$ cat config.mk
export PLATFORM = sky130hd
export DESIGN_NAME = wb_commit_stage
export DESIGN_NICKNAME = d
export VERILOG_FILES = /design/src/rtl/wb_commit_stage.sv
export SDC_FILE = /design/constraint.sdc
export NUM_CORES = 1
export LEC_CHECK = 0
export ABC_AREA = 1
export CORE_ASPECT_RATIO = 1.5
export CORE_UTILIZATION = 57
export CTS_CLUSTER_DIAMETER = 80
export DETAILED_ROUTE_END_ITERATION = 7
export PLACE_DENSITY = 0.86
export REMOVE_ABC_BUFFERS = 1
export SLEW_MARGIN = 20
export SYNTH_ARGS = -nofsm -noshare
export SYNTH_HDL_FRONTEND = slang
export SYNTH_SLANG_ARGS = --single-unit
$ cat constraint.sdc
create_clock -name clk -period 3.25 [get_ports clk]
set_clock_uncertainty 0.1 [all_clocks]
set_input_delay 0.8125 -clock clk [delete_from_list [all_inputs] [get_ports clk]]
set_output_delay 0.8125 -clock clk [all_outputs]
set_load 0.005 [all_outputs]
$ cat src/rtl/wb_commit_stage.sv
// Write-back / commit stage: GPR write port, CP0 subset, precise exception,
// interrupt and eret commit. Define WB_TIMER_INT_EN to enable the Count/Compare timer interrupt.
module wb_commit_stage #(
  parameter int          NUM_HW_INT = 6,
  parameter logic [31:0] EXC_VEC    = 32'hBFC0_0380,
  parameter int          COUNT_DIV  = 2
) (
  input  logic                  clk,
  input  logic                  resetn,
  input  logic                  ms_to_ws_valid,
  output logic                  ws_allowin,
  input  logic [31:0]           ms_pc,
  input  logic [3:0]            ms_gr_we,
  input  logic [4:0]            ms_dest,
  input  logic [31:0]           ms_result,
  input  logic                  ms_exc_valid,
  input  logic [4:0]            ms_exc_code,
  input  logic                  ms_is_slot,
  input  logic [31:0]           ms_bad_vaddr,
  input  logic                  ms_eret,
  input  logic                  ms_cp0_wen,
  input  logic                  ms_cp0_ren,
  input  logic [7:0]            ms_cp0_addr,
  input  logic [NUM_HW_INT-1:0] hw_int,
  output logic [3:0]            rf_we,
  output logic [4:0]            rf_waddr,
  output logic [31:0]           rf_wdata,
  output logic                  send_flush,
  output logic [31:0]           flush_pc,
  output logic [31:0]           debug_wb_pc,
  output logic [3:0]            debug_wb_rf_wen,
  output logic [4:0]            debug_wb_rf_wnum,
  output logic [31:0]           debug_wb_rf_wdata
);

  typedef struct packed {
    logic [31:0] pc;
    logic [3:0]  gr_we;
    logic [4:0]  dest;
    logic [31:0] result;
    logic        exc_valid;
    logic [4:0]  exc_code;
    logic        is_slot;
    logic [31:0] bad_vaddr;
    logic        eret;
    logic        cp0_wen;
    logic        cp0_ren;
    logic [7:0]  cp0_addr;
  } ws_req_t;

  localparam logic [7:0] A_BADVADDR = {5'd8,  3'd0};
  localparam logic [7:0] A_COUNT    = {5'd9,  3'd0};
  localparam logic [7:0] A_COMPARE  = {5'd11, 3'd0};
  localparam logic [7:0] A_STATUS   = {5'd12, 3'd0};
  localparam logic [7:0] A_CAUSE    = {5'd13, 3'd0};
  localparam logic [7:0] A_EPC      = {5'd14, 3'd0};
  localparam logic [3:0] DIV_MAX    = 4'(COUNT_DIV - 1);

  logic        ws_valid_q;
  ws_req_t     ws_q, ms_req;
  logic [31:0] badvaddr_q, count_q, compare_q, epc_q;
  logic [7:0]  im_q;
  logic        exl_q, ie_q, bd_q, ti;
  logic [4:0]  exccode_q;
  logic [5:0]  ip_hw_q, ip_hw_d;
  logic [1:0]  ip_sw_q;
  logic [3:0]  div_q;
  logic [7:0]  cause_ip;
  logic [31:0] status_rd, cause_rd, cp0_rdata;
  logic        int_pending, take_exc, do_eret, commit, cp0_we;
  logic [4:0]  exc_code_eff;

  assign ms_req = '{pc: ms_pc, gr_we: ms_gr_we, dest: ms_dest, result: ms_result,
                    exc_valid: ms_exc_valid, exc_code: ms_exc_code, is_slot: ms_is_slot,
                    bad_vaddr: ms_bad_vaddr, eret: ms_eret, cp0_wen: ms_cp0_wen,
                    cp0_ren: ms_cp0_ren, cp0_addr: ms_cp0_addr};

  always_comb begin
    ip_hw_d = '0;
    for (int i = 0; i < NUM_HW_INT; i++) ip_hw_d[i] = hw_int[i];
  end

`ifdef WB_TIMER_INT_EN
  logic ti_q;
  // A Compare write beats a same-cycle match so software can always ack the timer.
  always_ff @(posedge clk or negedge resetn) begin
    if (!resetn)                              ti_q <= 1'b0;
    else if (cp0_we && ws_q.cp0_addr == A_COMPARE) ti_q <= 1'b0;
    else if (count_q == compare_q)            ti_q <= 1'b1;
  end
  assign ti       = ti_q;
  assign cause_ip = {ip_hw_q[5] | ti_q, ip_hw_q[4:0], ip_sw_q};
`else
  assign ti       = 1'b0;
  assign cause_ip = {ip_hw_q, ip_sw_q};
`endif

  assign status_rd = {9'd0, 1'b1, 6'd0, im_q, 6'd0, exl_q, ie_q};
  assign cause_rd  = {bd_q, ti, 14'd0, cause_ip, 1'b0, exccode_q, 2'b00};

  always_comb begin
    cp0_rdata = 32'd0;
    case (ws_q.cp0_addr)
      A_BADVADDR: cp0_rdata = badvaddr_q;
      A_COUNT:    cp0_rdata = count_q;
      A_COMPARE:  cp0_rdata = compare_q;
      A_STATUS:   cp0_rdata = status_rd;
      A_CAUSE:    cp0_rdata = cause_rd;
      A_EPC:      cp0_rdata = epc_q;
      default:    cp0_rdata = 32'd0;
    endcase
  end

  // A synchronous exception keeps its own code even when an interrupt is also pending.
  assign int_pending  = ie_q && !exl_q && |(cause_ip & im_q);
  assign take_exc     = ws_valid_q && (ws_q.exc_valid || int_pending);
  assign exc_code_eff = ws_q.exc_valid ? ws_q.exc_code : 5'd0;
  assign do_eret      = ws_valid_q && !take_exc && ws_q.eret;
  assign commit       = ws_valid_q && !take_exc && !ws_q.eret;
  assign cp0_we       = commit && ws_q.cp0_wen;

  assign ws_allowin = 1'b1;
  assign send_flush = take_exc || do_eret;
  assign flush_pc   = take_exc ? EXC_VEC : epc_q;
  assign rf_we      = commit ? ws_q.gr_we : 4'd0;
  assign rf_waddr   = ws_q.dest;
  assign rf_wdata   = ws_q.cp0_ren ? cp0_rdata : ws_q.result;

  assign debug_wb_pc       = ws_q.pc;
  assign debug_wb_rf_wen   = rf_we;
  assign debug_wb_rf_wnum  = rf_waddr;
  assign debug_wb_rf_wdata = rf_wdata;

  always_ff @(posedge clk or negedge resetn) begin
    if (!resetn) begin
      ws_valid_q <= 1'b0;
      ws_q       <= '0;
    end else begin
      if (send_flush)      ws_valid_q <= 1'b0;
      else if (ws_allowin) ws_valid_q <= ms_to_ws_valid;
      if (ms_to_ws_valid && ws_allowin) ws_q <= ms_req;
    end
  end

  always_ff @(posedge clk or negedge resetn) begin
    if (!resetn) begin
      badvaddr_q <= 32'd0;
      count_q    <= 32'd0;
      compare_q  <= 32'd0;
      epc_q      <= 32'd0;
      im_q       <= 8'd0;
      exl_q      <= 1'b0;
      ie_q       <= 1'b0;
      bd_q       <= 1'b0;
      exccode_q  <= 5'd0;
      ip_hw_q    <= 6'd0;
      ip_sw_q    <= 2'd0;
      div_q      <= 4'd0;
    end else begin
      ip_hw_q <= ip_hw_d;
      if (take_exc) begin
        // Nested exception under EXL keeps the original EPC/BD.
        if (!exl_q) begin
          epc_q <= ws_q.is_slot ? ws_q.pc - 32'd4 : ws_q.pc;
          bd_q  <= ws_q.is_slot;
        end
        exl_q     <= 1'b1;
        exccode_q <= exc_code_eff;
        if (exc_code_eff == 5'd4 || exc_code_eff == 5'd5) badvaddr_q <= ws_q.bad_vaddr;
      end else if (do_eret) begin
        exl_q <= 1'b0;
      end else if (cp0_we) begin
        case (ws_q.cp0_addr)
          A_COMPARE: compare_q <= ws_q.result;
          A_STATUS: begin
            im_q  <= ws_q.result[15:8];
            exl_q <= ws_q.result[1];
            ie_q  <= ws_q.result[0];
          end
          A_CAUSE:   ip_sw_q <= ws_q.result[9:8];
          A_EPC:     epc_q   <= ws_q.result;
          default: ;
        endcase
      end
      if (cp0_we && ws_q.cp0_addr == A_COUNT) begin
        count_q <= ws_q.result;
        div_q   <= 4'd0;
      end else if (div_q == DIV_MAX) begin
        div_q   <= 4'd0;
        count_q <= count_q + 32'd1;
      end else begin
        div_q <= div_q + 4'd1;
      end
    end
  end

endmodule
==> reports/metrics.cfg <==
[global_routing]
grt_pass1_vias=15468
grt-ovfl-total=0
grt_start_max_net_pins=76
grt_use_total_pct=38.6
grt_pass1_wl_um=81600
antenna_found_initial=0

[power]
leakagePower_nw=9.49
p_per_area_mw_per_mm2=487
ir_drop_v=0.000443
seqPwrFrac_pct=44.3
p_comb_share_pct=22.0
p_sw_share_pct=30.7
clockPowerShare_pct=33.8
intPower_mw=6.61
p_switching_mw=2.93

[cts]
cts-buffers-inserted=27
cts_tree=built
cts_num_sinks=280
clock_latency_ps=560
h-tree-depth=1
root_buffer=clkbuf_16
ctsHoldBuffers=0
clkTransAtPathRegs_ps=70
cts_buffer_depth=3

[critical_path]
critical-path-slowest-cell=dfrtp_1
critPathBufInv=4
worstPathRequired_ps=2340
endpoint_kind=output port
path_class=flip-flop to output port
crit_family=buffers and inverters
slowest_delay_ps=430
crit_fanout=5
crit_arrival_ps=2570
cp-start-kind=flip-flop
cp_cell_sequence=nor2_2, nand3_2, inv_2, nand2_2, buf_4, buf_4, o21ai_1, o21ai_0, o21ai_1, buf_2

[floorplan]
initial_core_util_pct=58.4
io_pins=280
die_w_um=135
dieHeight_um=202
die_area_mm2=0.0273
core_mm2=0.0259
rows=72

[synthesis]
yosys_warnings=0
synth-seq-cells=280
synth_cell_types=39
yosysMostFrequentCell=nand2_1
netlist_area_mm2=0.0152
yosysTopAreaCell=dfrtp_1
synth-edff-count=0
synth_area_leaders=dfrtp_1, nand2_1, o21ai_0
syn_area_per_cell_um2=7.39
synth_top_area_share_pct=46.2
synthCells=2052
async_reset_ff_share_pct=100
synth_flop_cell=dfrtp_1
ys_seq_area_share_pct=46.2
yosys-top-cells-count=nand2_1, dfrtp_1, o21ai_0, nand3_1, inv_1

[sta]
finalCritPeriodShare_pct=107
fin_crit_ps=3480
slew_violations=0
worst_pin_slew_ps=732
hold_ws_ps=114
rsz0062_at_grt=true
setup_viol=63
hold_violations=0
relSlewSlack_pct=51.0
fmax_mhz=287
fin_ws_ps=-230

[finish]
drive_gt1_share_pct=14.0
syn_to_final_growth_pct=29.2
nets=2422
utilization_pct=75.5
fillers=1870
diodes=0

[min_path]
hold_class=input port to asynchronous set/reset pin

[status]
outcome=complete, but fails checks
violations=setup timing

[route]
firstDrtPassIters=6
routed_wl_um=54200
post_drt_wl_per_cell_um=20.5
vias=15638
drt_iter0_markers=1696
drc=0
ant_nets=0
vias_per_cell=5.93

[placement]
numPortBuffers=278
hpwl_um=35100
gp_congestion=0.945

[run]
maxCapViolCount=0

[worst register-to-register path: stages, from the launching register on]
cell     delay [ps]
dfrtp_1         420
nand2_1          70
nand2_1          60
nor2_2          120
nand2_2          90
nand2_4         140
buf_4           150
buf_12           90
nand4_4         140
buf_4           200
buf_4           150
nor2_8           90
buf_4           380
nand2_2         140
nand2_4         410
nand2_1         190
nand2_1         100
[path summary, 6_finish.rpt]
path / start / to / slack, ps / cells after the start
worst max-delay path: ws_q[1] / debug_wb_rf_wdata[5] / -230 / 10
worst min-delay path: resetn / debug_wb_pc[1] / 110 / 1
worst max register to register: im_q[2] / epc_q[3] / 150 / 16
worst min register to register: ws_q[46] / ws_q[46] / 380 / 2
max in group asynchronous: resetn / compare_q[19] / 2100 / 2
min in group clk: ws_q[46] / ws_q[46] / 380 / 2
[sequential cells by signal, summed over array words and instances, names as in the netlist]
signal	flops
div_q	4
ie_q	1
ws_valid_q	1
bd_q	1
ws_q	86
im_q	8
count_q	32
exl_q	1
compare_q	32
epc_q	32
ip_sw_q	2
debug_wb_rf_wnum	5
badvaddr_q	32
ip_hw_q	6
debug_wb_pc	32
exccode_q	5
[kinds of logic (layout without fill, tap and decap cells)]
kind of cell	Yosys count	count (layout)	synth area share (%)
xor gates and xnor gates	23	23	1.33
adders and majority gates	4	4	0.330
DFF	280	280	46.2
and+or+nand+nor	1010	1010	27.9
AOI/OAI and AO/OA	346	346	12.0
buffers and inverters	388	641	12.2
other	1	1	0.0247
[what timing repair did]
action	CTS	global route
setup buffers	33	19
resized for setup	375	119
setup endpoints to repair	105	81
pin swaps	20	22
endpoints found under the hold margin	0	0
cloned	6	0
[cells in the final DEF (no fill, tap or decap), types with 8 or more instances in the layout]
cell,n
buf_2,58
clkbuf_16,27
nor2_1,124
buf_12,22
buf_6,16
dlymetal6s2s_1,11
inv_1,201
clkdlybuf4s50_1,172
buf_4,62
nand2_1,597
nor2_2,9
nand2_4,8
o21ai_1,69
nand4_1,15
o2111ai_2,10
nand3_1,203
xor2_1,21
nand2_2,15
nor2_4,9
o21ai_2,29
dlygate4sd2_1,23
o21ai_0,189
dfrtp_1,279
a21oi_1,28
[layer usage]
metal  up-vias  track usage [%]  share of wire [%]
li1       6961                -                  -
met1      7315             46.5                 35
met2      1054             65.7                 49
met3       308             4.89                8.9
met4         0             22.6                6.9
met5         -                0                  0
[through the flow]
stage / power [mW] / setup slack (ps) / setup TNS [ps] / instances / area (um^2)
6_report: 9.53 / -230 / -5310 / 2638 / 19600
5_1_grt: 9.88 / -251 / -7720 / 2638 / 19600
4_1_cts: 9.36 / -119 / -646 / 2622 / 19200
2_1_floorplan: 5.00 / -798 / -27940 / 1871 / 14100
3_5_place_dp: 6.21 / -25.7 / -105 / 2536 / 17900
3_3_place_gp: 6.16 / 49.3 / 0 / 2536 / 17900
[power groups by stage]
stage                     registers (mW)  logic, mW  clock network [mW]
after floorplan                     4.16      0.836                   0
after global placement              4.23       1.92                   0
after detailed placement            4.25       1.96                   0
after CTS                           4.19       1.97                3.20
after global routing                4.25       2.26                3.36
final                               4.22       2.09                3.22
[area by class of cell]
class	count	area, um^2	share of cell area (%)
Tap cell	333	417	2.13
Clock buffer	40	785	4.01
Sequential cell	280	7010	35.8
Inverter	207	786	4.01
Multi-Input combinational cell	1384	6740	34.4
Clock inverter	8	96.3	0.492
Timing Repair Buffer	386	3760	19.2
Power figures use the tool's default switching activity.
